<file path="src/rtl/fetch_issue_buffer_if.sv">
// Fetch/issue handshake bundle for fetch_issue_buffer.
// The slave modport is the buffer side; the master modport is the fetch/issue side.
interface fetch_issue_buffer_if #(
    parameter int unsigned DEPTH   = 8,
    parameter int unsigned FETCH_W = 2,
    parameter int unsigned ISSUE_W = 2,
    parameter int unsigned IW      = 16,
    parameter int unsigned AW      = 16
) ();
    logic                             fetch_valid;
    logic                             fetch_ready;
    logic [AW-1:0]                    fetch_pc;
    logic [FETCH_W*IW-1:0]            fetch_inst;
    logic [FETCH_W-1:0]               fetch_mask;
    logic [ISSUE_W-1:0]               issue_valid;
    logic [ISSUE_W*IW-1:0]            issue_inst;
    logic [ISSUE_W*AW-1:0]            issue_pc;
    logic [ISSUE_W*AW-1:0]            issue_pc_plus1;
    logic [$clog2(ISSUE_W+1)-1:0]     issue_take;
    logic                             flush;
    logic [$clog2(DEPTH+1)-1:0]       count;

    modport master (
        output fetch_valid, fetch_pc, fetch_inst, fetch_mask, issue_take, flush,
        input  fetch_ready, issue_valid, issue_inst, issue_pc, issue_pc_plus1, count
    );

    modport slave (
        input  fetch_valid, fetch_pc, fetch_inst, fetch_mask, issue_take, flush,
        output fetch_ready, issue_valid, issue_inst, issue_pc, issue_pc_plus1, count
    );
endinterface

</file>
<file path="src/rtl/fetch_issue_buffer.sv">
// Circular fetch-to-issue instruction buffer with compacting multi-lane write and multi-slot issue.
// Optional FIB_PERF_COUNTERS_EN adds saturating stall_cnt / empty_cnt outputs.
module fetch_issue_buffer #(
    parameter int unsigned DEPTH   = 8,
    parameter int unsigned FETCH_W = 2,
    parameter int unsigned ISSUE_W = 2,
    parameter int unsigned IW      = 16,
    parameter int unsigned AW      = 16
) (
    input  logic                 clock,
    input  logic                 reset,
    fetch_issue_buffer_if.slave  bus
`ifdef FIB_PERF_COUNTERS_EN
    ,
    output logic [15:0]          stall_cnt,
    output logic [15:0]          empty_cnt
`endif
);
    localparam int unsigned PTR_W = $clog2(DEPTH);
    localparam int unsigned CNT_W = $clog2(DEPTH+1);
    localparam logic [CNT_W-1:0] READY_LIMIT = CNT_W'(DEPTH - FETCH_W);

    logic [IW-1:0]    mem_inst [DEPTH];
    logic [AW-1:0]    mem_pc   [DEPTH];
    logic [PTR_W-1:0] head;
    logic [PTR_W-1:0] tail;
    logic [CNT_W-1:0] count_q;

    logic             wr_fire;
    logic [CNT_W-1:0] ofs;
    logic [CNT_W-1:0] n_wr;
    logic [CNT_W-1:0] n_acc;
    logic [CNT_W-1:0] take_ext;
    logic [CNT_W-1:0] take_cl;
    logic [PTR_W-1:0] wr_slot [FETCH_W];

    assign bus.count       = count_q;
    // Ready depends only on registered occupancy, never on same-cycle take/flush.
    assign bus.fetch_ready = (count_q <= READY_LIMIT);
    assign wr_fire         = bus.fetch_valid && bus.fetch_ready && !bus.flush;

    assign take_ext = CNT_W'(bus.issue_take);
    assign take_cl  = (take_ext > count_q) ? count_q : take_ext;
    assign n_acc    = wr_fire ? n_wr : '0;

    // Masked-off lanes consume no slot: each valid lane lands at tail plus the number of valid lanes below it.
    always_comb begin
        ofs = '0;
        for (int unsigned i = 0; i < FETCH_W; i++) begin
            wr_slot[i] = tail + PTR_W'(ofs);
            if (bus.fetch_mask[i]) begin
                ofs = ofs + CNT_W'(1);
            end
        end
        n_wr = ofs;
    end

    always_ff @(posedge clock) begin
        if (wr_fire && !reset) begin
            for (int unsigned i = 0; i < FETCH_W; i++) begin
                if (bus.fetch_mask[i]) begin
                    mem_inst[wr_slot[i]] <= bus.fetch_inst[i*IW +: IW];
                    mem_pc[wr_slot[i]]   <= bus.fetch_pc + AW'(i);
                end
            end
        end
    end

    always_ff @(posedge clock) begin
        if (reset) begin
            head    <= '0;
            tail    <= '0;
            count_q <= '0;
        end else if (bus.flush) begin
            head    <= '0;
            tail    <= '0;
            count_q <= '0;
        end else begin
            tail    <= tail + PTR_W'(n_acc);
            head    <= head + PTR_W'(take_cl);
            count_q <= count_q + n_acc - take_cl;
        end
    end

    always_comb begin
        bus.issue_valid    = '0;
        bus.issue_inst     = '0;
        bus.issue_pc       = '0;
        bus.issue_pc_plus1 = '0;
        for (int unsigned k = 0; k < ISSUE_W; k++) begin
            if (count_q > CNT_W'(k)) begin
                bus.issue_valid[k]             = 1'b1;
                bus.issue_inst[k*IW +: IW]     = mem_inst[head + PTR_W'(k)];
                bus.issue_pc[k*AW +: AW]       = mem_pc[head + PTR_W'(k)];
                bus.issue_pc_plus1[k*AW +: AW] = mem_pc[head + PTR_W'(k)] + AW'(1);
            end
        end
    end

`ifdef FIB_PERF_COUNTERS_EN
    always_ff @(posedge clock) begin
        if (reset) begin
            stall_cnt <= '0;
            empty_cnt <= '0;
        end else begin
            if (bus.fetch_valid && !bus.fetch_ready && stall_cnt != '1) begin
                stall_cnt <= stall_cnt + 16'd1;
            end
            if (count_q == '0 && empty_cnt != '1) begin
                empty_cnt <= empty_cnt + 16'd1;
            end
        end
    end
`endif

endmodule
</file>
<file path="src/flat_wrapper.sv">
// flat-port wrapper written by rule: the top's interface ports become plain ports
module fetch_issue_buffer_flat 
#(
    parameter int unsigned DEPTH   = 8,
    parameter int unsigned FETCH_W = 2,
    parameter int unsigned ISSUE_W = 2,
    parameter int unsigned IW      = 16,
    parameter int unsigned AW      = 16
)
  (clock, reset, bus_fetch_valid, bus_fetch_pc, bus_fetch_inst, bus_fetch_mask, bus_issue_take, bus_flush, bus_fetch_ready, bus_issue_valid, bus_issue_inst, bus_issue_pc, bus_issue_pc_plus1, bus_count);
  fetch_issue_buffer_if #(.DEPTH(DEPTH), .FETCH_W(FETCH_W), .ISSUE_W(ISSUE_W), .IW(IW), .AW(AW)) bus_i ();
  input  logic clock;
  input  logic reset;
  input wire logic [$bits(bus_i.fetch_valid)-1:0] bus_fetch_valid;
  input wire logic [$bits(bus_i.fetch_pc)-1:0] bus_fetch_pc;
  input wire logic [$bits(bus_i.fetch_inst)-1:0] bus_fetch_inst;
  input wire logic [$bits(bus_i.fetch_mask)-1:0] bus_fetch_mask;
  input wire logic [$bits(bus_i.issue_take)-1:0] bus_issue_take;
  input wire logic [$bits(bus_i.flush)-1:0] bus_flush;
  output wire logic [$bits(bus_i.fetch_ready)-1:0] bus_fetch_ready;
  output wire logic [$bits(bus_i.issue_valid)-1:0] bus_issue_valid;
  output wire logic [$bits(bus_i.issue_inst)-1:0] bus_issue_inst;
  output wire logic [$bits(bus_i.issue_pc)-1:0] bus_issue_pc;
  output wire logic [$bits(bus_i.issue_pc_plus1)-1:0] bus_issue_pc_plus1;
  output wire logic [$bits(bus_i.count)-1:0] bus_count;
  assign bus_i.fetch_valid = bus_fetch_valid;
  assign bus_i.fetch_pc = bus_fetch_pc;
  assign bus_i.fetch_inst = bus_fetch_inst;
  assign bus_i.fetch_mask = bus_fetch_mask;
  assign bus_i.issue_take = bus_issue_take;
  assign bus_i.flush = bus_flush;
  assign bus_fetch_ready = bus_i.fetch_ready;
  assign bus_issue_valid = bus_i.issue_valid;
  assign bus_issue_inst = bus_i.issue_inst;
  assign bus_issue_pc = bus_i.issue_pc;
  assign bus_issue_pc_plus1 = bus_i.issue_pc_plus1;
  assign bus_count = bus_i.count;
  fetch_issue_buffer #(.DEPTH(DEPTH), .FETCH_W(FETCH_W), .ISSUE_W(ISSUE_W), .IW(IW), .AW(AW)) u_core (.clock(clock), .reset(reset), .bus(bus_i));
endmodule
</file>
<file path="config.mk">
export PLATFORM = sky130hd
export DESIGN_NAME = fetch_issue_buffer_flat
export DESIGN_NICKNAME = d
export VERILOG_FILES = /design/src/rtl/fetch_issue_buffer_if.sv /design/src/rtl/fetch_issue_buffer.sv /design/src/flat_wrapper.sv
export SDC_FILE = /design/constraint.sdc
export NUM_CORES = 1
export LEC_CHECK = 0
export CELL_PAD_IN_SITES_DETAIL_PLACEMENT = 1
export CELL_PAD_IN_SITES_GLOBAL_PLACEMENT = 2
export CORE_ASPECT_RATIO = 0.9
export CORE_MARGIN = 3
export CORE_UTILIZATION = 42
export DETAILED_ROUTE_END_ITERATION = 12
export PLACE_DENSITY_LB_ADDON = 0.08
export SYNTH_ARGS = -nofsm -noshare
export SYNTH_HDL_FRONTEND = slang
export SYNTH_SLANG_ARGS = --single-unit
</file>
<file path="constraint.sdc">
create_clock -name clock -period 8.3 [get_ports clock]
set_input_delay 2.49 -clock clock [delete_from_list [all_inputs] [get_ports clock]]
set_output_delay 2.49 -clock clock [all_outputs]
set_load 0.05 [all_outputs]
</file>
==> run metrics <==
CTS Buffer Depth=3; met2 GRT Util=0.467; total track usage=0.278; sequential area share after synthesis=0.460; vias in the first global route=14130; path type of the worst min-delay path=flip-flop to flip-flop; routed vias=13182; Tmin final=7.32 ns; Logic pwr share=0.542; CTS resizes=0; clk_lat worst skew=0.56 ns; measured slew at the worst slew-check pin=1.16 ns; Layout area overhead=16.4%; WS Path Type=flip-flop to primary output; RSZ-0062 raised after global routing=no; Core Box Area=39900 um2; ys flop type=edfxtp_1; flops & latches, synth=266; WL per Instance=26.5 um; met1 usage=0.379; Top Ports=159; FFs w/ async S/R, synth=0; Fin Hold WS=0.642 ns; worst-path maximum fanout=50; Final TNS setup=0 ns; synthesized cell area=17200 um2; WP data required=5.81 ns; routability cong.=0.810; Vias/cell=5.85; share of cells above drive strength 1=0.136; PwrDens=302 nW/um2; Peak VDD IR=0.250 mV; Final Slew Violations=0; Post-CTS Hold Buffers=0; Ys Warns=0; final hold viol count=0; met3 Use GR=0.0413; syn_area_per_cell=10.5 um2; largest net degree at the start of global routing=56; total number of H-tree levels=1; setup repair bufs after CTS=0; Slew HR=0.226; Die X=219 um; Clock Pin Slew Worst Setup and Hold Paths=0.06 ns; CTS tree=done; CP Capture Type=primary output; Yosys cell types=62; Switch Pwr=2730 uW; startpoint types=flip-flop; global-route wire length before repair=89600 um; # setup viols final=0; IO buf count=158; DIE HEIGHT=198 um; CP arrival=4.83 ns; Tcrit/Tclk final=0.882; DRC viols=0; Antenna diodes=0; initial antenna violation count=0; synthesized net count=1704; Max Cap Viol=0; Final ANT Viol Nets=0; TritonCTS Buffers=29; CTS sink count=266; Top Usage Layer GRT=met2; Clk pwr share=0.201; Switching Share=0.453; Post-Synthesis Cells=1627; Initial Util=0.430; Post-synth EDFFs=256; DIE AREA=43300 um2; status=finished, final reports clean; DRT Pass-1 Iters=5; DP HPWL=38100 um; Site Rows=69; Initial DRC Count=951; Clock Tree Root=clkbuf_16; fmax=137 MHz; Post-Route WL=59700 um; Leakage Power=0.00712 uW; clock skew=0.0134 ns; Pwr Total=6040 uW; internal power=3310 uW; power share of the sequential group=0.257; # nets final=1779; GRT overflow=0
==> kinds of logic (layout without fill, tap and decap cells) <==
kind of cell	count (synthesis)	after routing	synth area share
AOI/OAI and AO/OA	94	94	0.0335
xor gates and xnor gates	134	134	0.0693
adders and majority gates	21	21	0.0162
buffers and inverters	165	261	0.0456
DFF	266	266	0.460
muxes	174	174	0.191
and+or+nand+nor	773	773	0.185
==> cells in the final DEF, fill, tap and decap left out, drive strengths merged, types with 7 or more instances in the layout <==
master and instances:
a21oi 36, and2 10, and3 7, buf 31
clkbuf 37, clkdlybuf4s50 158, clkinv 14, dfxtp 10
edfxtp 256, ha 19, inv 20, mux2i 47
mux4 122, nand2 568, nand3 20, nor2 117
nor3 14, o21ai 28, o31ai 8, or2 8
xnor2 74, xor2 60
==> power by group through the flow <==
| stage | sequential [uW] | clock [uW] | combinational [uW] |
|---|---|---|---|
| after CTS | 1550 | 1230 | 3310 |
| final | 1550 | 1210 | 3280 |
| after global placement | 1580 | 0 | 3280 |
| after global routing | 1560 | 1280 | 3460 |
| after detailed placement | 1580 | 0 | 3300 |
| after floorplan | 1560 | 0 | 2300 |
==> through the flow <==
step | utilization | area (um2) | setup slack, ns | std cells
after global routing | 0.501 | 20000 | 0.713 | 2255
after detailed placement | 0.480 | 19100 | 1.54 | 2203
after floorplan | - | 17200 | 1.98 | 1627
after CTS | 0.501 | 20000 | 0.934 | 2255
final | 0.501 | 20000 | 0.981 | 2255
after global placement | 0.480 | 19100 | 1.64 | 2203
==> critical path, stage by stage, from the launching register on <==
cell	delay, ns
dfxtp_4	0.69
buf_4	0.83
mux4_2	0.38
mux2i_1	0.09
buf_4	0.18
inv_1	0.06
ha_1	0.20
nand4_1	0.27
or2_2	0.38
o31ai_1	0.31
clkdlybuf4s50_1	0.86
==> synthesized netlist by cell type (all sizes together) (19+ instances only) <==
| cell | n | area share |
|---|---|---|
| nand2 | 568 | 0.12 |
| buf | 84 | 0.027 |
| edfxtp | 256 | 0.45 |
| nor2 | 117 | 0.026 |
| mux2i | 47 | 0.027 |
| a21oi | 36 | 0.010 |
| ha | 19 | 0.014 |
| clkbuf | 61 | 0.014 |
| o21ai | 28 | 0.0082 |
| nand3 | 20 | 0.0061 |
| mux4 | 122 | 0.16 |
| xnor2 | 74 | 0.038 |
| inv | 20 | 0.0045 |
| xor2 | 60 | 0.031 |
==> per-layer routing <==
| metal | vias to the layer above | share of wire |
|---|---|---|
| met1 | 6821 | 0.42 |
| met2 | 447 | 0.49 |
| li1 | 5815 | - |
| met3 | 99 | 0.063 |
| met5 | - | 0 |
| met4 | 0 | 0.029 |
==> registers in the layout, summed over array words and instances, names as in the netlist <==
name and cells:
u_core.mem_inst 128, u_core.mem_pc 128, u_core.bus.count 4, u_core.head 3, u_core.tail 3
==> cell type report <==
cell class	count	area (um2)
Timing Repair Buffer	189	1810
Multi-Input combinational cell	1196	8680
Inverter	20	77.6
Tap cell	532	666
Sequential cell	266	7900
Clock buffer	37	756
Clock inverter	15	90.1
Fill cell	4293	19900
==> final timing paths <==
| path | from | endpoint | slack (ns) | depth (start not counted) |
|---|---|---|---|---|
| setup / recovery | u_core.head[1] | bus_issue_pc_plus1[14] | 0.98 | 10 |
| hold / removal | u_core.tail[2] | u_core.tail[2] | 0.64 | 2 |
| setup reg to reg | u_core.bus.count[3] | u_core.mem_inst[2][3] | 4.24 | 8 |
| hold reg to reg | u_core.tail[2] | u_core.tail[2] | 0.64 | 2 |
No activity file was read; power rests on OpenSTA's default activity.
